`src/rtl/ccff_chain_loader.sv`:
```
// Configuration-chain master: serialises bitstream words MSB-first onto ccff_head
// and packs the displaced chain contents from ccff_tail into readback words.
module ccff_chain_loader #(
    parameter int WORD_W = 8,
    parameter int LEN_W  = 16
) (
    input  logic              prog_clk,
    input  logic              pReset_n,
    input  logic              start,
    input  logic              abort,
    input  logic [LEN_W-1:0]  chain_len,
    input  logic [WORD_W-1:0] s_data,
    input  logic              s_valid,
    output logic              s_ready,
    output logic [WORD_W-1:0] m_data,
    output logic              m_last,
    output logic              m_valid,
    input  logic              m_ready,
    output logic              ccff_head,
    output logic              ccff_shift_en,
    input  logic              ccff_tail,
    output logic              busy,
    output logic              done
);

    localparam int BC_W = $clog2(WORD_W + 1);

    localparam logic [1:0] ST_IDLE  = 2'd0;
    localparam logic [1:0] ST_SHIFT = 2'd1;
    localparam logic [1:0] ST_FLUSH = 2'd2;
    localparam logic [1:0] ST_DONE  = 2'd3;

    localparam logic [BC_W-1:0] FULL = BC_W'(WORD_W);

    // Partial readback words leave left-aligned with zero padding below.
    function automatic logic [WORD_W-1:0] left_align(input logic [WORD_W-1:0] w,
                                                     input logic [BC_W-1:0]   n);
        return w << (FULL - n);
    endfunction

    logic [1:0]        state_q,   state_d;
    logic [LEN_W-1:0]  rem_q,     rem_d;
    logic [WORD_W-1:0] buf_q,     buf_d;
    logic [BC_W-1:0]   bc_q,      bc_d;
    logic [WORD_W-1:0] rb_q,      rb_d;
    logic [BC_W-1:0]   rb_cnt_q,  rb_cnt_d;
    logic [WORD_W-1:0] m_data_q,  m_data_d;
    logic              m_valid_q, m_valid_d;
    logic              m_last_q,  m_last_d;

    logic              in_shift;
    logic              slot_free;
    logic              rb_full;
    logic              shift;
    logic              accept;
    logic              last_bit;
    logic [WORD_W-1:0] rb_next;
    logic [BC_W-1:0]   rb_cnt_next;

    assign in_shift    = (state_q == ST_SHIFT);
    assign slot_free   = !m_valid_q || m_ready;
    assign rb_full     = (rb_cnt_q == FULL);
    // Stall only when a word is pending downstream and the capture register is full too.
    assign shift       = in_shift && (bc_q != '0) && !(m_valid_q && !m_ready && rb_full);
    assign s_ready     = in_shift && (rem_q > LEN_W'(bc_q))
                         && ((bc_q == '0) || ((bc_q == BC_W'(1)) && shift));
    assign accept      = s_valid && s_ready;
    assign last_bit    = shift && (rem_q == LEN_W'(1));
    assign rb_next     = {rb_q[WORD_W-2:0], ccff_tail};
    assign rb_cnt_next = rb_cnt_q + 1'b1;

    always_comb begin
        // NOTE: every next-state signal starts from its held value so no path infers a latch.
        state_d   = state_q;
        rem_d     = rem_q;
        buf_d     = buf_q;
        bc_d      = bc_q;
        rb_d      = rb_q;
        rb_cnt_d  = rb_cnt_q;
        m_data_d  = m_data_q;
        m_valid_d = m_valid_q;
        m_last_d  = m_last_q;

        if (m_valid_q && m_ready) begin
            m_valid_d = 1'b0;
            m_last_d  = 1'b0;
        end

        case (state_q)
            ST_IDLE: begin
                if (start) begin
                    rb_cnt_d = '0;
                    if (chain_len == '0) begin
                        state_d = ST_DONE;
                    end else begin
                        rem_d   = chain_len;
                        state_d = ST_SHIFT;
                    end
                end
            end

            ST_SHIFT: begin
                if (shift) begin
                    buf_d = buf_q << 1;
                    bc_d  = bc_q - 1'b1;
                    rem_d = rem_q - 1'b1;
                    if (rb_full) begin
                        // The held full word moves out as the new bit starts the next word.
                        m_data_d  = rb_q;
                        m_valid_d = 1'b1;
                        m_last_d  = 1'b0;
                        rb_d      = {{(WORD_W-1){1'b0}}, ccff_tail};
                        rb_cnt_d  = BC_W'(1);
                    end else begin
                        rb_d     = rb_next;
                        rb_cnt_d = rb_cnt_next;
                        if (slot_free && ((rb_cnt_next == FULL) || last_bit)) begin
                            m_data_d  = left_align(rb_next, rb_cnt_next);
                            m_valid_d = 1'b1;
                            m_last_d  = last_bit;
                            rb_cnt_d  = '0;
                        end
                    end
                end else if (rb_full && slot_free) begin
                    m_data_d  = rb_q;
                    m_valid_d = 1'b1;
                    m_last_d  = 1'b0;
                    rb_cnt_d  = '0;
                end

                if (accept) begin
                    buf_d = s_data;
                    bc_d  = FULL;
                end

                if (last_bit) begin
                    bc_d    = '0;
                    state_d = ST_FLUSH;
                end
            end

            ST_FLUSH: begin
                if (rb_cnt_q != '0) begin
                    if (slot_free) begin
                        m_data_d  = left_align(rb_q, rb_cnt_q);
                        m_valid_d = 1'b1;
                        m_last_d  = 1'b1;
                        rb_cnt_d  = '0;
                    end
                end else if (slot_free) begin
                    state_d = ST_DONE;
                end
            end

            ST_DONE: state_d = ST_IDLE;

            default: state_d = ST_IDLE;
        endcase

        if (abort) begin
            state_d   = ST_IDLE;
            bc_d      = '0;
            rb_cnt_d  = '0;
            m_valid_d = 1'b0;
            m_last_d  = 1'b0;
        end
    end

    // NOTE: sequential state uses non-blocking assignments so all flops update together.
    always_ff @(posedge prog_clk or negedge pReset_n) begin
        if (!pReset_n) begin
            state_q   <= ST_IDLE;
            rem_q     <= '0;
            buf_q     <= '0;
            bc_q      <= '0;
            rb_q      <= '0;
            rb_cnt_q  <= '0;
            m_data_q  <= '0;
            m_valid_q <= 1'b0;
            m_last_q  <= 1'b0;
        end else begin
            state_q   <= state_d;
            rem_q     <= rem_d;
            buf_q     <= buf_d;
            bc_q      <= bc_d;
            rb_q      <= rb_d;
            rb_cnt_q  <= rb_cnt_d;
            m_data_q  <= m_data_d;
            m_valid_q <= m_valid_d;
            m_last_q  <= m_last_d;
        end
    end

    assign m_data        = m_data_q;
    assign m_valid       = m_valid_q;
    assign m_last        = m_last_q;
    assign ccff_head     = (bc_q != '0) && buf_q[WORD_W-1];
    assign ccff_shift_en = shift;
    assign busy          = (state_q == ST_SHIFT) || (state_q == ST_FLUSH);
    assign done          = (state_q == ST_DONE);

endmodule

```
`config.mk`:
```
export PLATFORM = sky130hd
export DESIGN_NAME = ccff_chain_loader
export DESIGN_NICKNAME = d
export VERILOG_FILES = /design/src/rtl/ccff_chain_loader.sv
export SDC_FILE = /design/constraint.sdc
export NUM_CORES = 1
export LEC_CHECK = 0
export ABC_AREA = 0
export ABC_CLOCK_PERIOD_IN_PS = 3200
export CORE_AREA = 2 2 91 93
export CTS_BUF_LIST = sky130_fd_sc_hd__clkbuf_4
export CTS_CLUSTER_DIAMETER = 50
export CTS_CLUSTER_SIZE = 12
export DETAILED_ROUTE_END_ITERATION = 8
export DIE_AREA = 0 0 93 95
export PLACE_DENSITY_LB_ADDON = 0.15
export SETUP_SLACK_MARGIN = 0.02
export SYNTH_ARGS = -nofsm -noshare
export SYNTH_HDL_FRONTEND = slang
export SYNTH_SLANG_ARGS = --single-unit
```
`constraint.sdc`:
```
create_clock -name prog_clk -period 3.2 [get_ports prog_clk]
set_input_delay 0.48 -clock prog_clk [delete_from_list [all_inputs] [get_ports prog_clk]]
set_output_delay 0.48 -clock prog_clk [all_outputs]
set_load 0.02 [all_outputs]
```
==> results.txt <==
The analysis attributes to cell leakage a power of 1.86 nW. In this run the clock root is driven by a clkbuf_4. The biggest area contributor in the post-synthesis netlist is dfrtp_1. The total number of nets in the final design came out at between 500 and 600. The synthesized-area fraction occupied by and/or/nand/nor cells came out at 0.242. The destination of the critical timing path is s_ready. The H-tree generated during clock tree synthesis spans 2 levels. After floorplanning, the core was sized to cover 7930 um^2. The number of DRC violations after detailed routing came out at 0.

The routed design could run at a clock period as short as 3030 ps. The number of max-cap violations is 0. The number of top-level design ports came out at 46.

The highest fanout seen on the critical path came out at 7. The count of final max-slew check failures came to 0. The synthesized netlist net count came out at 495.

The number of enable-type register cells in the synthesized netlist came out at 0. In this run the worst hold path is classified as input pin to asynchronous set/reset pin. Adding up every negative setup slack in the final design gives 0 ps.

The worst endpoint required time is between 2000 and 3000 ps. The worst slew slack as a fraction of its limit came out at 0.270. The total detailed-routing wirelength came out at 9920 um. The sequential cell area in the final layout is 1300 um^2. The total half-perimeter wirelength after legalization and detailed placement is 7260 um. The adder and majority gate portion of the synthesized area is 0.0481. The global-route wire length before repair is 16900 um. The die area is ~9000 um^2.

The number of synthesized register bits is 52. Walking the worst path, the cells encountered are or4_4 > or2_2 > a2111oi_4 > nor3_1 > dlygate4sd2_1. The count of clock tree sinks came out at 52. Of the post-synthesis cell area, the dominant cell type holds 0.333.

The initial core utilization is 0.493. The yosys synthesis warning count is 0. The critical path is of the flip-flop to output port type. The most used flip-flop cell after synthesis is dfrtp_1. The insertion delay of the later-clocked pin in the worst-skew pair came out at 410 ps. The count of hold-fix buffers inserted at cts is 0. The total number of vias is roughly 3600. The total power consumption of the routed design came out at 3.95 mW. The largest single stage delay on the critical path is 600 ps. TritonCTS built the clock tree.

The number of cell instances on the worst register-to-register path came out at 8. Including well taps, the total number of placed cells is 589. The instance count of the mapped netlist is 449. In this run the power density over the cells is 866 nW/um^2.

The remaining number of nets flagged by the antenna check after routing came out at 0. The via count of the first global-routing pass was 3448. The count of port buffers added during placement is 45. The worst hold slack came out at roughly 90 ps. After detailed routing, the average wire length per cell comes to 16.6 um. The maximum number of buffers from clock root to sink came out at 2. For the pin with the worst max-slew slack, the measured transition is 1090 ps. The residual overflow from global routing came out at 0. The setup slack of the worst register-to-register path came out at 300 ps. The combined area of all synthesized cells is 3900 um^2.

The mux share of post-synthesis cell area is 0.114. After detailed routing, the met2 layer carries 5040 um of wire. The startpoint of the most critical register-to-register path is state_q[1]$_DFFE_PN0P_. The run finished with clean final reports. The layout overhead on the synthesized area is 16.8%. The most common cell after layout, fill and taps aside is dfrtp_1. The library cells used most frequently in the layout, excluding fill and tap cells, are 52 x dfrtp_1, 48 x nand2_1, 42 x clkdlybuf4s50_1. By area the synthesized netlist is led by dfrtp_1 33%, mux2_2 6.1%, ha_1 4.8%. The wire length on met3 is approximately 440 um.

For this run, the total global-route usage over all layers was measured as 0.238. The detail-routed via count per cell is 6.03. The final count of hold timing violations is 0. The cell depth of the worst setup path came out at 5. After synthesis, the share of flip-flops with an asynchronous set or reset is 1.00. The routed metal-1 wirelength is between 4000 and 5000 um. The multi-input gate area in the final layout came out at around 2400 um^2.

In this run the worst setup path begins at rem_q[4]$_DFFE_PN0P_. The highest metal layer carrying signal wires in the routed design is met4. The maximum clock frequency came out at between 300 and 400 MHz.

The height of the chip came out at around 95 um. The number of placement rows is 33. The ratio of final minimum period to clock period came out at 0.947. Setup repair after global routing left no endpoint under its margin. Of the cells placed in the final design, the portion with a size suffix greater than 1 is 0.142. The dominant combinational cell family by area after synthesis is simple AND/OR/NAND/NOR gates. The setup-violating endpoint count in the final report is 0.

Entering global routing, the biggest net connects 30 pins. The clock skew is 24.8 ps. The initial antenna violation count came to 0. The average cell area after synthesis came out at 8.70 um^2. The count of fill cells added during filler insertion is 729. The last weighted congestion value of the routability-driven placer came out at roughly 0.9. STA classifies the critical path endpoint as an output port. The cell family contributing the most delay on the critical path is simple AND/OR/NAND/NOR gates. The total inserted antenna cells came out at 0. Of the total synthesized cell area, the portion taken by XOR and XNOR cells is 0.00673. The share of the synthesized area in compound gates (AO/OA/AOI/OAI) is 0.210. The number of standard cells in the layout, taps in and fillers out came out at 597. Across the VDD grid, the largest voltage drop is 458 uV. The slowest stage of the critical path is the or4_4 cell. The worst setup path is launched from a flip-flop. In this run, the number of DRC markers left after iteration 0 of detailed routing was 162.

At the worst endpoint, the arrival time is 2550 ps. The share of the Yosys chip area taken by registers is 0.333. The clock-pin slew reported for the worst setup and hold paths after clock tree synthesis is 180 ps. For this run, the detailed router's first-pass iteration total came to 4. In this run the critical register-to-register path is captured at rem_q[6]$_DFFE_PN0P_. The total clock buffers created by CTS came out at 5. The count of different cell masters after synthesis is ~70.

The worst path buffer plus inverter count is 1. The horizontal die dimension came out at about 93 um.
==> state kept, by name (all words and copies together), names as in the netlist <==
| signal | cells |
|---|---|
| buf_q | 8 |
| rb_cnt_q | 4 |
| m_valid | 1 |
| bc_q | 4 |
| m_last | 1 |
| rb_q | 8 |
| rem_q | 16 |
| m_data | 8 |
| state_q | 2 |
==> layout make-up <==
type,count,share of cell area
Clock buffer,5,0.00823
Timing Repair Buffer,59,0.121
Multi-Input combinational cell,353,0.535
Tap cell,105,0.0288
Inverter,20,0.0167
Sequential cell,52,0.285
Clock inverter,3,0.00494
==> synth_stat cells, drive strengths merged (2+ instances only) <==
master   number
o21bai        2
inv          19
and3b         3
and2b         2
and2          3
a41oi         2
nand2b       11
a22o         10
nor4         10
mux4          3
ha           15
nor2b         4
o21ai        32
o22ai         6
buf           4
or3           4
or4           3
xnor2         2
o31ai         2
a21oi        32
a31oi         8
nand3b        4
nor3b         5
nand3        18
a2bb2oi       2
mux2         21
nor2         23
or2           3
o211ai        4
nand4         5
o2111ai       2
and3          2
a211oi        5
nor3         15
dfrtp        52
clkbuf       20
mux2i        14
a32o          3
o32ai         2
a22oi         4
nand2        49
==> kinds of logic (layout without fill, tap and decap cells) <==
family | after synthesis | in the layout
simple gates | 171 | 171
compound gates | 126 | 126
flops | 52 | 52
buf+inv | 44 | 87
mux | 38 | 38
fa+ha+maj | 15 | 15
xor+xnor | 3 | 3
==> per-layer routing <==
layer / track usage / vias up
met5: 0 / -
met4: 0.0711 / 0
met3: 0.0279 / 15
met2: 0.425 / 104
met1: 0.302 / 1726
li1: - / 1753
==> repair_timing <==
action	CTS	global route
endpoints found under the setup margin	2	2
resized for setup	2	2
setup buffers	0	0
==> power breakdown <==
part / internal, mW / leakage [nW] / switching (mW) / total [mW]
combinational: 1.06 / 1.17 / 1.34 / 2.40
sequential: 0.922 / 0.660 / 0.298 / 1.22
clock: 0.0894 / 0.0356 / 0.242 / 0.332
total: 2.07 / 1.86 / 1.88 / 3.95
==> per-stage QoR <==
stage                     worst slack [ps]  utilization  area, um^2
after floorplan                        308            -        3910
after global placement                 358        0.566        4490
after detailed placement               297        0.566        4490
after CTS                             70.5        0.574        4550
after global routing                  92.7        0.575        4560
final                                  170        0.575        4560
==> worst min-delay path by stage <==
stage          slack, ps                 endpoint                   from
3_5_place_dp         500    m_data[3]$_DFFE_PN0P_  m_data[3]$_DFFE_PN0P_
2_1_floorplan        180      bc_q[0]$_DFFE_PN0P_               pReset_n
6_report              90  rb_cnt_q[3]$_DFFE_PN0P_               pReset_n
5_1_grt              140    m_data[4]$_DFFE_PN0P_               pReset_n
4_1_cts              130  rb_cnt_q[3]$_DFFE_PN0P_               pReset_n
3_3_place_gp         490    m_data[7]$_DFFE_PN0P_  m_data[7]$_DFFE_PN0P_
Power figures use the tool's default switching activity.
